### src/rtl/pipeline_hazard_ctrl.sv
// Hazard/sequencing controller: load-use stalls, branch flushes, data-memory waits.
// Optional perf counters are built when PIPE_HAZARD_PERF_EN is defined.
module pipeline_hazard_ctrl #(
  parameter int REG_ADDR_WIDTH = 5,
  parameter int BRANCH_PENALTY = 2,
  parameter int MEM_TIMEOUT    = 16,
  parameter int PERF_WIDTH     = 32
) (
  input  logic                      clk,
  input  logic                      rst,
  input  logic [REG_ADDR_WIDTH-1:0] id_rs1_addr,
  input  logic [REG_ADDR_WIDTH-1:0] id_rs2_addr,
  input  logic                      id_rs1_used,
  input  logic                      id_rs2_used,
  input  logic                      ex_mem_rd_en,
  input  logic [REG_ADDR_WIDTH-1:0] ex_reg_wr_addr,
  input  logic                      mem_select_new_pc,
  input  logic                      dmem_req,
  input  logic                      dmem_ready,
  output logic                      fetch_stall,
  output logic                      decode_stall,
  output logic                      decode_flush,
  output logic                      execute_flush,
  output logic                      mem_flush,
  output logic                      pipe_hold,
  output logic                      mem_timeout_err,
  output logic [1:0]                ctrl_state,
  output logic [PERF_WIDTH-1:0]     perf_stall_cycles,
  output logic [PERF_WIDTH-1:0]     perf_flush_events
);

  typedef enum logic [1:0] {
    RUN      = 2'd0,
    MEM_WAIT = 2'd1,
    BRANCH   = 2'd2,
    BAD      = 2'd3
  } state_t;

  localparam logic [3:0] BR_LOAD = 4'(BRANCH_PENALTY - 1);
  localparam logic [7:0] TO_LAST = 8'(MEM_TIMEOUT - 1);

  state_t     state, state_nx;
  logic [3:0] br_cnt, br_cnt_nx;
  logic [7:0] wait_cnt, wait_cnt_nx;
  logic       rs1_hit, rs2_hit;
  logic       load_use, mem_stall;

  assign rs1_hit = id_rs1_used &&
                   (id_rs1_addr == ex_reg_wr_addr);
  assign rs2_hit = id_rs2_used &&
                   (id_rs2_addr == ex_reg_wr_addr);
  assign load_use = ex_mem_rd_en &&
                    (ex_reg_wr_addr != '0) &&
                    (rs1_hit || rs2_hit);
  assign mem_stall = dmem_req && !dmem_ready;

  assign ctrl_state = state;

  always_comb begin
    fetch_stall     = 1'b0;
    decode_stall    = 1'b0;
    decode_flush    = 1'b0;
    execute_flush   = 1'b0;
    mem_flush       = 1'b0;
    pipe_hold       = 1'b0;
    mem_timeout_err = 1'b0;
    state_nx        = state;
    br_cnt_nx       = br_cnt;
    wait_cnt_nx     = wait_cnt;
    unique case (state)
      RUN: begin
        if (mem_stall) begin
          pipe_hold    = 1'b1;
          fetch_stall  = 1'b1;
          decode_stall = 1'b1;
          wait_cnt_nx  = 8'd1;
          state_nx     = MEM_WAIT;
        end else if (mem_select_new_pc) begin
          decode_flush  = 1'b1;
          execute_flush = 1'b1;
          mem_flush     = 1'b1;
          if (BRANCH_PENALTY > 1) begin
            br_cnt_nx = BR_LOAD;
            state_nx  = BRANCH;
          end
        end else if (load_use) begin
          fetch_stall   = 1'b1;
          decode_stall  = 1'b1;
          execute_flush = 1'b1;
        end
      end
      MEM_WAIT: begin
        if (dmem_ready) begin
          state_nx = RUN;
        end else if (wait_cnt == TO_LAST) begin
          mem_flush       = 1'b1;
          mem_timeout_err = 1'b1;
          state_nx        = RUN;
        end else begin
          pipe_hold    = 1'b1;
          fetch_stall  = 1'b1;
          decode_stall = 1'b1;
          wait_cnt_nx  = wait_cnt + 8'd1;
        end
      end
      BRANCH: begin
        decode_flush  = 1'b1;
        execute_flush = 1'b1;
        // a fresh redirect restarts the penalty window
        if (mem_select_new_pc) begin
          mem_flush = 1'b1;
          br_cnt_nx = BR_LOAD;
        end else begin
          br_cnt_nx = br_cnt - 4'd1;
          if (br_cnt == 4'd1) state_nx = RUN;
        end
      end
      default: state_nx = RUN;
    endcase
    if (rst) begin
      fetch_stall     = 1'b0;
      decode_stall    = 1'b0;
      decode_flush    = 1'b0;
      execute_flush   = 1'b0;
      mem_flush       = 1'b0;
      pipe_hold       = 1'b0;
      mem_timeout_err = 1'b0;
    end
  end

  always_ff @(posedge clk or posedge rst) begin
    if (rst) begin
      state    <= RUN;
      br_cnt   <= 4'd0;
      wait_cnt <= 8'd0;
    end else begin
      state    <= state_nx;
      br_cnt   <= br_cnt_nx;
      wait_cnt <= wait_cnt_nx;
    end
  end

`ifdef PIPE_HAZARD_PERF_EN
  localparam logic [PERF_WIDTH-1:0] PERF_ONE = PERF_WIDTH'(1);

  logic [PERF_WIDTH-1:0] stall_q, flush_q;

  always_ff @(posedge clk or posedge rst) begin
    if (rst) begin
      stall_q <= '0;
      flush_q <= '0;
    end else begin
      if (fetch_stall && !(&stall_q))
        stall_q <= stall_q + PERF_ONE;
      if (mem_flush && !(&flush_q))
        flush_q <= flush_q + PERF_ONE;
    end
  end

  assign perf_stall_cycles = stall_q;
  assign perf_flush_events = flush_q;
`else
  assign perf_stall_cycles = '0;
  assign perf_flush_events = '0;
`endif

endmodule

### config.mk
export PLATFORM = sky130hd
export DESIGN_NAME = pipeline_hazard_ctrl
export DESIGN_NICKNAME = d
export VERILOG_FILES = /design/src/rtl/pipeline_hazard_ctrl.sv
export SDC_FILE = /design/constraint.sdc
export NUM_CORES = 1
export LEC_CHECK = 0
export ABC_AREA = 1
export CORE_MARGIN = 4
export CORE_UTILIZATION = 38
export CTS_CLUSTER_DIAMETER = 50
export DETAILED_ROUTE_END_ITERATION = 6
export PLACE_DENSITY = 0.92
export RECOVER_POWER = 100
export SYNTH_ARGS = -nofsm -noshare
export SYNTH_HDL_FRONTEND = slang
export SYNTH_SLANG_ARGS = --single-unit
### constraint.sdc
create_clock -name clk -period 2 [get_ports clk]
set_input_delay 0.2 -clock clk [delete_from_list [all_inputs] [get_ports clk]]
set_output_delay 0.2 -clock clk [all_outputs]
set_load 0.1 [all_outputs]
* After elaboration in Yosys (flattened, before gate mapping)
Cells that the tools add are included.
** Word-level totals
- Register bits after elaboration :: 14
- Output and inout bits :: 73
- Logic and storage cells :: 73
** Operators by class
- $add $sub $neg :: 2
- Equality and inequality tests :: 15
- Multiplexer cells :: 39
- Reductions and logical operators :: 14
** Operators with widths (number)
- 8-bit two-way mux :: 3
- 1-bit two-way mux :: 19
- 8-bit case mux with 2 select lines :: 1
- 2-bit != test, second input constant :: 7
- 2-bit two-way mux :: 6
- 4-bit two-way mux :: 3
- 5-bit == test :: 2
- 8-bit by 1-bit adder with 8-bit output, second input constant :: 1
- 8-bit by 4-bit == test with 1-bit output, second input constant :: 1
- 1-bit case mux with 2 select lines :: 4
- 4-bit case mux with 2 select lines :: 1
- 4-bit AND reduction :: 2
- 3-bit != test, second input constant :: 2
- 2-bit case mux with 3 select lines :: 1
- 1-bit logical AND :: 5
- 5-bit nonzero test :: 1
- 4-bit by 1-bit == test with 1-bit output, second input constant :: 1
- 2-bit nonzero test :: 2
- 4-bit by 1-bit subtractor with 4-bit output, second input constant :: 1
- 1-bit case mux with 3 select lines :: 1
- 3-bit AND reduction :: 1
- 2-bit by 1-bit == test with 1-bit output, second input constant :: 1
- 2-bit == test, second input constant :: 1
- 2-bit logical NOT :: 1
- other kinds (2) :: 2

* Depth between registers and ports, before layout
Gate-level depths: netlist of the first run.
- Depth in word-level cells :: 9
- Depth in mapped cells :: 9
- Depth with buffers taken out :: 8

* Worst setup path after synthesis of the first run
No wires, ideal clock.
- Path kind :: register to output
- Start :: register state[0], in the netlist ctrl_state[0]
- End :: output fetch_stall
- Arrival :: 3942 ps
- Required time :: 1800 ps
- Setup slack :: -2142 ps
- Stages on the path, launching flop included :: 5
- Cell sequence :: dfrtp_1 > nor2_1 > nand3_1 > o21ai_0 > buf_4
** On the way
- Longest elaborated chain between the ends :: 3
- Elaborated cells on any way between the ends :: 4
- Classes of those cells :: 1 x eq/ne; 2 x mux; 1 x reduce/logical
** RTL lines
- start, declared :: RTL line 42 : state_t state, state_nx;
- start signal, assigned :: RTL line 137 : state <= state_nx;
- 2-bit by 1-bit == test with 1-bit output or 2-bit logical NOT (tied branches)
- 1-bit case mux with 2 select lines (*)
- 1-bit two-way mux (*)
- end, declared :: RTL line 20 : output logic fetch_stall,
Mark *: on every way between the ends. The rest lies on a longest branch, timed or not.

* Worst setup path in the final report of the first run
- Start :: register state[0], in the netlist ctrl_state[0]
- End :: output fetch_stall
** On the way
- Longest elaborated chain between the ends :: 3
- Elaborated cells on any way between the ends :: 4
- Classes of those cells :: 1 x eq/ne; 2 x mux; 1 x reduce/logical
** RTL lines
- 2-bit by 1-bit == test with 1-bit output or 2-bit logical NOT (tied branches) :: RTL line 70 : unique case (state)
- 1-bit case mux with 2 select lines (*) :: RTL line 70
- 1-bit two-way mux (*) :: RTL line 120 : if (rst) begin
Marked as above.

==> out/summary.txt, run 1 <==
Status -> complete, no violations
Tot Pwr -> 2.13 mW
Post-Route Setup TNS -> 0 ps
Number of max-slew violations in the final report -> 0
Period utilization -> 94.8%
Seq/Total Area, Yosys -> 21.7%
Initial antenna violation count -> 0
Crit Path Category -> reg2out
Final Hold Viols -> 0
CTS Hold Bufs -> 0
Power Dens Cells -> 1120 nW/um2
Sequential Power Share -> 20.8%
Synth async-reset ratio -> 100%
CTS Root Cell -> clkbuf_8
Simple-gate area share of the yosys netlist -> 26.6%
Multi-input logic area -> 923 um2
Port bufs -> 31
Distinct cells, synth -> 25
Antenna cells -> 0
Type of the worst min-delay path -> in2async
Dominant cells by area after synthesis -> buf_4 (30%), dfrtp_1 (22%), nand2_1 (12%)
Initial Util -> 39.8%
H-tree levels -> 1
Top cells by count, synth -> buf_4 (65), nand2_1 (53), inv_1 (35)
CP Capture Type -> primary output
Clock network power share -> 11.8%
Die height -> 73.2 um
Peak per-stage delay on the critical path -> 510 ps
Max FO, Critical Path -> 6
Worst-Margin Slew -> 720 ps
DRC violations left -> 0
Last weighted congestion value of the routability-driven placer -> 0.868
CTS tree -> done
CTS Buf Count -> 3
EDFF count, synth -> 0
Pre-antenna DRT Iters -> 4
Area growth from synthesis to layout -> 18.2%
Int Power -> 0.800 mW
Synth Flop Type -> dfrtp_1
First-pass GRT wire length -> 5040 um
Fin worst setup slack -> 104 ps
Full die area -> 5360 um2
Post-synthesis cell count -> 241
Data arrival, critical path -> 1700 ps
Detail Route Antenna Nets -> 0
Crit path required time -> 1800 ps
Mux share of post-synthesis cell area -> 0%
Synth area leader -> buf_4
Max clock buf depth -> 2
Worst setup SP type -> flip-flop
Fill cell count -> 398
Vias in the first global route -> 1208
Die X -> 73.2 um
Largest net degree at the start of global routing -> 14
Yosys warns -> 0
Share of post-route cells with drive strength above 1 -> 12.2%
Wirelength per Cell -> 10.1 um
Clk slew on worst S/H paths -> 60 ps
Sequential cell area -> 355 um2
R2R Path Start -> ctrl_state[0]
Max-Cap Viols -> 0
Final Skew -> 2.57 ps
Skew-Pair Late Insertion Delay -> 250 ps
Core area -> 4060 um2
Syn Area/Cell -> 6.71 um2
GR Overflow Total -> 0
Count leader, synth -> buf_4
Final setup violation count -> 0
Synth top area share -> 30.2%
Via/cell ratio -> 4.13
DRT iter0 DRCs -> 67
CP Launch Point -> ctrl_state[0]
Cell Rows -> 23
GR Util All Layers -> 11.6%
Flops & latches, synth -> 14
Drt total wl -> 3330 um
Sw Share -> 62.5%
Slowest stage cell, crit path -> dfrtp_4
Compound-cell area share of the yosys netlist -> 7.66%
Period minus WS final -> 1900 ps
Worst path cell trace -> nor2_1 -> nand3_2 -> nand2_1 -> nand2_1 -> o21ai_4 -> buf_12
Fin util -> 47.1%
RSZ-0062 raised after global routing -> no
Nets -> 306
Achievable frequency -> 527 MHz
Max-Slew Margin vs Limit -> 52.0%
Hpwl dp -> 2710 um
Clk sinks -> 14
Pre-CTS setup slack -> 108 ps
Maximum vdd drop -> 0.000799 V
I/O pin total -> 96
Most frequent CP cell -> nand2_1
Post-synthesis xor/xnor area fraction -> 2.17%
Adder-Cell Fraction of Synth Area -> 2.32%
Logic pwr share -> 67.5%
Largest family of logic cells by synthesized area -> buffers and inverters
Via count -> 1359
Net Switching -> 1.33 mW
Mapped Area -> 1620 um2
Static leakage -> 1.09 nW
==> layer usage <==
metal / global-route usage (%) / wire, um / vias to the layer above / share of wire (%)
li1: - / - / 682 / -
met1: 14.5 / 1330 / 603 / 40
met2: 20.0 / 1630 / 70 / 49
met3: 1.10 / 312 / 4 / 9.4
met4: 5.53 / 50 / 0 / 1.5
met5: 0 / 0 / - / 0
==> final timing paths <==
path                                 end  slack (ps)  depth (start not counted)
setup / recovery             fetch_stall         100                          6
hold / removal             ctrl_state[1]         300                          2
max in group asynchronous  ctrl_state[0]         750                          3
setup reg to reg             wait_cnt[0]         190                          6
hold reg to reg              wait_cnt[7]         530                          2
min in group clk             wait_cnt[7]         530                          2
==> cells in the final DEF (no fill, tap or decap), types with 2 or more instances in the layout <==
| cell type | count |
|---|---|
| conb_1 | 64 |
| nand2_1 | 55 |
| inv_1 | 35 |
| clkdlybuf4s50_1 | 17 |
| nor2_1 | 16 |
| nand3_1 | 14 |
| dfrtp_1 | 12 |
| o21ai_0 | 6 |
| nand4_1 | 4 |
| clkbuf_1 | 4 |
| dlymetal6s2s_1 | 4 |
| buf_12 | 4 |
| nand2_2 | 3 |
| nor2_4 | 3 |
| xor2_1 | 3 |
| o21ai_2 | 3 |
| o22ai_1 | 3 |
| clkbuf_8 | 3 |
| buf_4 | 3 |
| o21ai_4 | 2 |
| a21oi_4 | 2 |
| ha_1 | 2 |
| buf_6 | 2 |
| clkbuf_2 | 2 |
==> flip-flops by register name, indices dropped and copies added, names as in the netlist <==
| signal | flops |
|---|---|
| br_cnt | 4 |
| ctrl_state | 2 |
| wait_cnt | 8 |
==> power by group through the flow <==
stage	Combinational, mW	Sequential (mW)	Clock [mW]
floorplan	1.17	0.537	0
global placement	1.43	0.435	0
detailed placement	1.46	0.439	0
CTS	1.46	0.435	0.255
global route	1.53	0.453	0.265
finish	1.44	0.443	0.251
==> logic make-up after synthesis <==
group,after synthesis
buffers and inverters,102
adders and majority gates,3
and+or+nand+nor,98
DFF,14
other,1
AOI/OAI and AO/OA,19
xor gates and xnor gates,4
==> critical path, delay by kind of cell (launching register included) <==
family	cells	cell delay, ps
AO/OA/AOI/OAI	1	110
buffers and inverters	1	200
flip-flops	1	510
AND/OR/NAND/NOR	4	620
==> final cells by class <==
| type | count | area share (%) |
|---|---|---|
| clock buffer | 4 | 2.36 |
| sequential | 14 | 18.6 |
| inverter | 37 | 7.73 |
| multi-input combinational | 188 | 48.3 |
| timing repair buffer | 36 | 19.7 |
| tap | 50 | 3.27 |
==> per-stage QoR <==
| step | std cells | hold slack [ps] | cell area [um2] |
|---|---|---|---|
| final | 329 | 301 | 1910 |
| after CTS | 327 | 179 | 1930 |
| after detailed placement | 323 | 448 | 1880 |
| after floorplan | 304 | 114 | 1910 |
| after global placement | 323 | 432 | 1880 |
| after global routing | 329 | 332 | 1910 |
==> repair_timing <==
item	in CTS	in global routing
resized for setup	1	8
setup endpoints to repair	2	4
pin swaps	0	4
gates cloned	0	0
buffers inserted	0	2
Power figures use the tool's default switching activity.
==> run 2: changes to the inputs <==
Settings changed: CORE_MARGIN 4 to default.
==> run 2 against run 1 <==
Sequential cell count unchanged. Critical path type is now in2out. Highest routed layer unchanged. Design area down 0.46%. Combinational power down 3%. Largest cell class unchanged.
==> out/summary.txt, run 2 (same netlist as run 1, synthesis figures left out) <==
Wirelength per Cell -> 9.35 um
Period minus WS final -> 1880 ps
Drt total wl -> 3060 um
Period utilization -> 93.9%
Logic pwr share -> 65.4%
Sw Share -> 62.0%
GR Overflow Total -> 0
Hold Slack -> 299 ps
Max clock buf depth -> 2
Crit path required time -> 1800 ps
GR Util All Layers -> 13.9%
Number of max-slew violations in the final report -> 0
Initial antenna violation count -> 0
Type of the worst min-delay path -> in2async
Maximum vdd drop -> 0.000658 V
Port bufs -> 31
Core area -> 4030 um2
Final setup violation count -> 0
Worst r2r path cells -> 8
I/O pin total -> 96
CTS tree -> done
CTS Buf Count -> 3
Skew-Pair Late Insertion Delay -> 260 ps
Via/cell ratio -> 4.14
CTS Root Cell -> clkbuf_8
Last weighted congestion value of the routability-driven placer -> 0.906
Largest net degree at the start of global routing -> 14
Power Dens Cells -> 1130 nW/um2
Number of flip-flops in the largest register -> 8
First-pass GRT wire length -> 4680 um
Worst-Margin Slew -> 709 ps
Max FO, Critical Path -> 4
Nets -> 304
Area growth from synthesis to layout -> 17.6%
Share of post-route cells with drive strength above 1 -> 14.4%
Reg2Reg Setup Slack -> 300 ps
Antenna cells -> 0
Slowest stage cell, crit path -> clkdlybuf4s50_1
Max-Cap Viols -> 0
Die X -> 67.2 um
Cell Rows -> 23
Status -> complete, no violations
Crit Path Category -> in2out
H-tree levels -> 1
Clock network power share -> 13.5%
Clk sinks -> 14
CTS Hold Bufs -> 0
Clk slew on worst S/H paths -> 60 ps
Pre-antenna DRT Iters -> 4
Int Power -> 0.814 mW
Worst r2r dst -> wait_cnt[5]
CP Capture Type -> primary output
R2R Path Start -> ctrl_state[1]
DRC violations left -> 0
Detail Route Antenna Nets -> 0
Die height -> 67.2 um
Final Skew -> 4.88 ps
Reg with most FFs -> wait_cnt
Hpwl dp -> 2430 um
Tot Pwr -> 2.14 mW
Net Switching -> 1.33 mW
Initial Util -> 40.1%
Worst path cell trace -> clkdlybuf4s50_1 -> inv_1 -> nand2_1 -> nand2_1 -> nor2_1 -> nand3_1 -> nand2_1 -> nand2_2 -> o21ai_4 -> buf_12
Data arrival, critical path -> 1680 ps
Static leakage -> 1.05 nW
Vias in the first global route -> 1132
Most frequent CP cell -> nand2_1
Via count -> 1355
Sequential Power Share -> 21.1%
DRT iter0 DRCs -> 45
Peak per-stage delay on the critical path -> 530 ps
Worst setup SP type -> primary input
Final Hold Viols -> 0
Max-Slew Margin vs Limit -> 52.8%
Achievable frequency -> 532 MHz
Most common cell after layout, fill and taps aside -> conb_1
Full die area -> 4520 um2
Most frequent cells in the layout -> conb_1 (64), nand2_1 (51), inv_1 (35), clkdlybuf4s50_1 (21), nor2_1 (15)
-- run 2: cell types whose count changed in the layout (fill, tap and decap cells not counted), sizes merged --
cell / before / now
inv: 36 / 35
buf: 9 / 8
clkdlybuf4s50: 17 / 21
dlymetal6s2s: 4 / 0
clkbuf: 9 / 8
clkinvlp: 0 / 1
-- run 2: critical path, delay by kind of cell --
kind            cells  cell delay, ps
buf+inv             3             800
simple gates        6             440
compound gates      1             230
-- run 2: repair_timing --
action / 4_1_cts / 5_1_grt
gates cloned: 0 / 0
endpoints found under the setup margin: 3 / 4
pin swaps: 0 / 1
setup buffers: 0 / 0
gates resized for setup: 1 / 5
-- run 2: worst max path at each step --
stage                      startpoint            to  cells after the start
finish              ex_reg_wr_addr[4]  decode_stall                     10
detailed placement  ex_reg_wr_addr[4]  decode_stall                     10
global route        ex_reg_wr_addr[4]  decode_stall                     10
floorplan               ctrl_state[1]     pipe_hold                      7
CTS                     ctrl_state[0]  decode_stall                      6
global placement    ex_reg_wr_addr[4]  decode_stall                     10
-- run 2: power groups by stage --
stage          logic, mW  registers (mW)  clock network [mW]
5_1_grt             1.49           0.464               0.308
6_report            1.40           0.452               0.289
4_1_cts             1.46           0.437               0.293
3_5_place_dp        1.45           0.440                   0
2_1_floorplan       1.17           0.537                   0
3_3_place_gp        1.43           0.437                   0
-- run 2: layer usage --
| layer | global-route usage (%) | wire length, um | vias up |
|---|---|---|---|
| met3 | 1.01 | 157 | 4 |
| met5 | 0 | 0 | - |
| li1 | - | - | 680 |
| met2 | 23.9 | 1520 | 61 |
| met4 | 8.51 | 64 | 0 |
| met1 | 16.8 | 1320 | 610 |
-- run 2: per-stage QoR --
step | setup TNS [ps] | area, um2 | utilization (%) | worst slack [ps] | instances
6_report | 0 | 1900 | 47.2 | 122 | 327
5_1_grt | -15.6 | 1900 | 47.2 | -9.52 | 327
4_1_cts | 0 | 1940 | 48.1 | 22.0 | 327
3_5_place_dp | 0 | 1880 | 46.6 | 77.3 | 323
3_3_place_gp | 0 | 1880 | 46.6 | 114 | 323
2_1_floorplan | -297 | 1910 | - | -154 | 304
-- run 2: final cells by class --
type	count	area, um2
Inverter	37	141
Sequential cell	14	355
Multi-Input combinational cell	188	941
Timing Repair Buffer	34	347
Clock buffer	4	55.1
Tap cell	50	62.6
Fill cell	384	2130
==> run 3: changes to the inputs <==
Settings changed: ABC_AREA 1 to default, CORE_UTILIZATION 38 to 36, PLACE_DENSITY 0.92 to 0.81.
==> run 3 against run 2 <==
The flow now finishes with violations (negative setup slack). Worst hold slack better by 260 ps. Clock power is 3% lower. Count of clock-buffer cells in the layout is the same. Clock skew down 2.9 ps. Largest power group unchanged. Setup slack lost 220 ps. Non-clock buffer count rose by 24. Largest cell class unchanged. Die area fell by 5.2%.
==> out/summary.txt, run 3 <==
Synth Flop Type -> dfrtp_1
Sequential cell area -> 358 um2
Mapped Area -> 1450 um2
Number of flip-flops in the largest register -> 8
Yosys warns -> 0
Via/cell ratio -> 4.31
Die height -> 65.4 um
Count leader, synth -> buf_4
Dominant cells by area after synthesis -> buf_4 (34%), dfrtp_1 (24%), xor2_1 (4.8%)
Hpwl dp -> 2350 um
CP delay by family, top -> buffers and inverters
Flops & latches, synth -> 14
Full die area -> 4280 um2
Clk slew on worst S/H paths -> 60 ps
Distinct cells, synth -> 43
Static leakage -> 0.940 nW
Clk sinks -> 14
DRC violations left -> 0
WP buf/inv -> 3
Syn Area/Cell -> 8.28 um2
Port bufs -> 31
I/O pin total -> 96
Initial Util -> 38.4%
H-tree levels -> 1
Final setup violation count -> 2
Reg with most FFs -> wait_cnt
Area growth from synthesis to layout -> 37.6%
Max clock buf depth -> 2
Final Hold Viols -> 0
Status -> complete, but fails checks
Max-Cap Viols -> 0
Post-synthesis cell count -> 175
Number of max-slew violations in the final report -> 0
Max FO, Critical Path -> 5
Nets -> 259
Inst Count DP -> 268
Power Dens Cells -> 1110 nW/um2
Share of post-route cells with drive strength above 1 -> 25.4%
Via count -> 1208
Vias in the first global route -> 1052
Detail Route Antenna Nets -> 0
Drt total wl -> 3060 um
Most common cell after layout, fill and taps aside -> conb_1
Period minus WS final -> 2100 ps
Skew-Pair Late Insertion Delay -> 250 ps
Maximum vdd drop -> 0.000358 V
Wirelength per Cell -> 10.9 um
Pre-antenna DRT Iters -> 4
Fill cell count -> 362
Peak per-stage delay on the critical path -> 530 ps
Multi-input logic area -> 937 um2
GR Overflow Total -> 0
Worst setup SP type -> primary input
Crit Path Category -> in2out
CTS tree -> done
Antenna cells -> 0
CTS Root Cell -> clkbuf_8
Last weighted congestion value of the routability-driven placer -> 0.830
CTS Buf Count -> 3
Pre-CTS setup slack -> -300 ps
Synth async-reset ratio -> 100%
Hold Slack -> 561 ps
Initial antenna violation count -> 0
Fin worst setup slack -> -100 ps
Worst-Margin Slew -> 548 ps
Slowest stage cell, crit path -> clkdlybuf4s50_1
Crit path required time -> 1800 ps
Synth area leader -> buf_4
Core area -> 3770 um2
Non-filler cells, final -> 280
Largest net degree at the start of global routing -> 13
Worst path cell trace -> clkdlybuf4s50_1 -> or2_0 -> a311o_1 -> buf_6 -> o32ai_4 -> buf_12
Seq/Total Area, Yosys -> 24.2%
Achievable frequency -> 476 MHz
CTS Hold Bufs -> 0
Synth top area share -> 33.7%
Cell Rows -> 22
Failing checks -> negative setup slack
Final Skew -> 1.97 ps
Data arrival, critical path -> 1900 ps
Die X -> 65.4 um
DRT iter0 DRCs -> 36
Reg2Reg Setup Slack -> 20 ps
Top cells by count, synth -> buf_4 (65), dfrtp_1 (14), nor2_1 (10)
Most frequent cells in the layout -> conb_1 (64), buf_4 (18), clkdlybuf4s50_1 (15), dfrtp_1 (12), xor2_1 (8)
RSZ-0062 raised after global routing -> yes
GR Util All Layers -> 14.7%
Type of the worst min-delay path -> reg2reg
CP Capture Type -> primary output
Period utilization -> 105%
EDFF count, synth -> 0
First-pass GRT wire length -> 4780 um
Max-Slew Margin vs Limit -> 63.6%
==> run 3: cell types whose count changed in the layout (fill, tap and decap cells not counted), moves of 6 or more <==
cell,delta
nand2_2,-6
nor2_1,-9
buf_4,+16
inv_1,-29
clkdlybuf4s50_1,-6
nand3_1,-8
nand2_1,-44
==> run 3: kinds of logic (layout without fill, tap and decap cells) <==
| kind of cell | count (synthesis) | in the layout | synth area share (%) |
|---|---|---|---|
| adders and majority gates | 3 | 3 | 2.59 |
| DFF | 14 | 14 | 24.2 |
| and+or+nand+nor | 46 | 46 | 17.8 |
| AOI/OAI and AO/OA | 26 | 26 | 11.5 |
| buffers and inverters | 74 | 68 | 37.0 |
| xor gates and xnor gates | 11 | 11 | 6.65 |
| other | 1 | 64 | 0.259 |
==> run 3: power breakdown <==
part / switching (mW) / total (mW) / internal (mW)
sequential: 0.0889 / 0.462 / 0.374
combinational: 1.07 / 1.46 / 0.397
clock: 0.104 / 0.279 / 0.175
total: 1.26 / 2.20 / 0.946
==> run 3: path summary, 6_finish.rpt <==
check	startpoint	endpoint	cells after the start
max	dmem_ready	fetch_stall	6
min in group asynchronous	rst	wait_cnt[7]	4
min	br_cnt[0]	br_cnt[0]	1
max in group asynchronous	rst	ctrl_state[0]	4
max reg2reg	wait_cnt[1]	wait_cnt[6]	7
min reg2reg	br_cnt[0]	br_cnt[0]	1
==> run 3: final cells by class <==
class	count	share of cell area, %
clock buffers	4	2.76
inverters	6	1.13
multi-input cells	150	47.0
flip-flops and latches	14	18.0
well taps	48	3.01
repair buffers	58	28.1
==> run 3: worst register-to-register path: cells and delay by family (launching register included) <==
family,cells,cell delay [ps]
DFF,1,380
AOI/OAI and AO/OA,2,420
buffers and inverters,2,290
adders and majority gates,1,190
and+or+nand+nor,2,630
==> run 3: metrics by stage <==
| step | util [%] | total power, mW | TNS, ps | area [um2] |
|---|---|---|---|---|
| finish | 52.9 | 2.20 | -200 | 1990 |
| global route | 52.9 | 2.32 | -448 | 1990 |
| CTS | 51.7 | 2.18 | -185 | 1950 |
| detailed placement | 48.0 | 1.84 | -844 | 1810 |
| global placement | 48.0 | 1.81 | -580 | 1810 |
| floorplan | - | 1.67 | -2070 | 1770 |
==> run 3: layer usage <==
layer	track usage, %	vias to the layer above	share of wire, %
li1	-	584	-
met5	0	-	0
met3	4.51	5	9.8
met1	16.3	554	37
met2	26.0	65	52
met4	5.71	0	1.3
==> run 3: repair_timing <==
item                                    in CTS  in global routing
endpoints found under the setup margin       5                  6
pin swaps                                    8                  8
buffers inserted                             6                  2
resized for setup                           15                 14
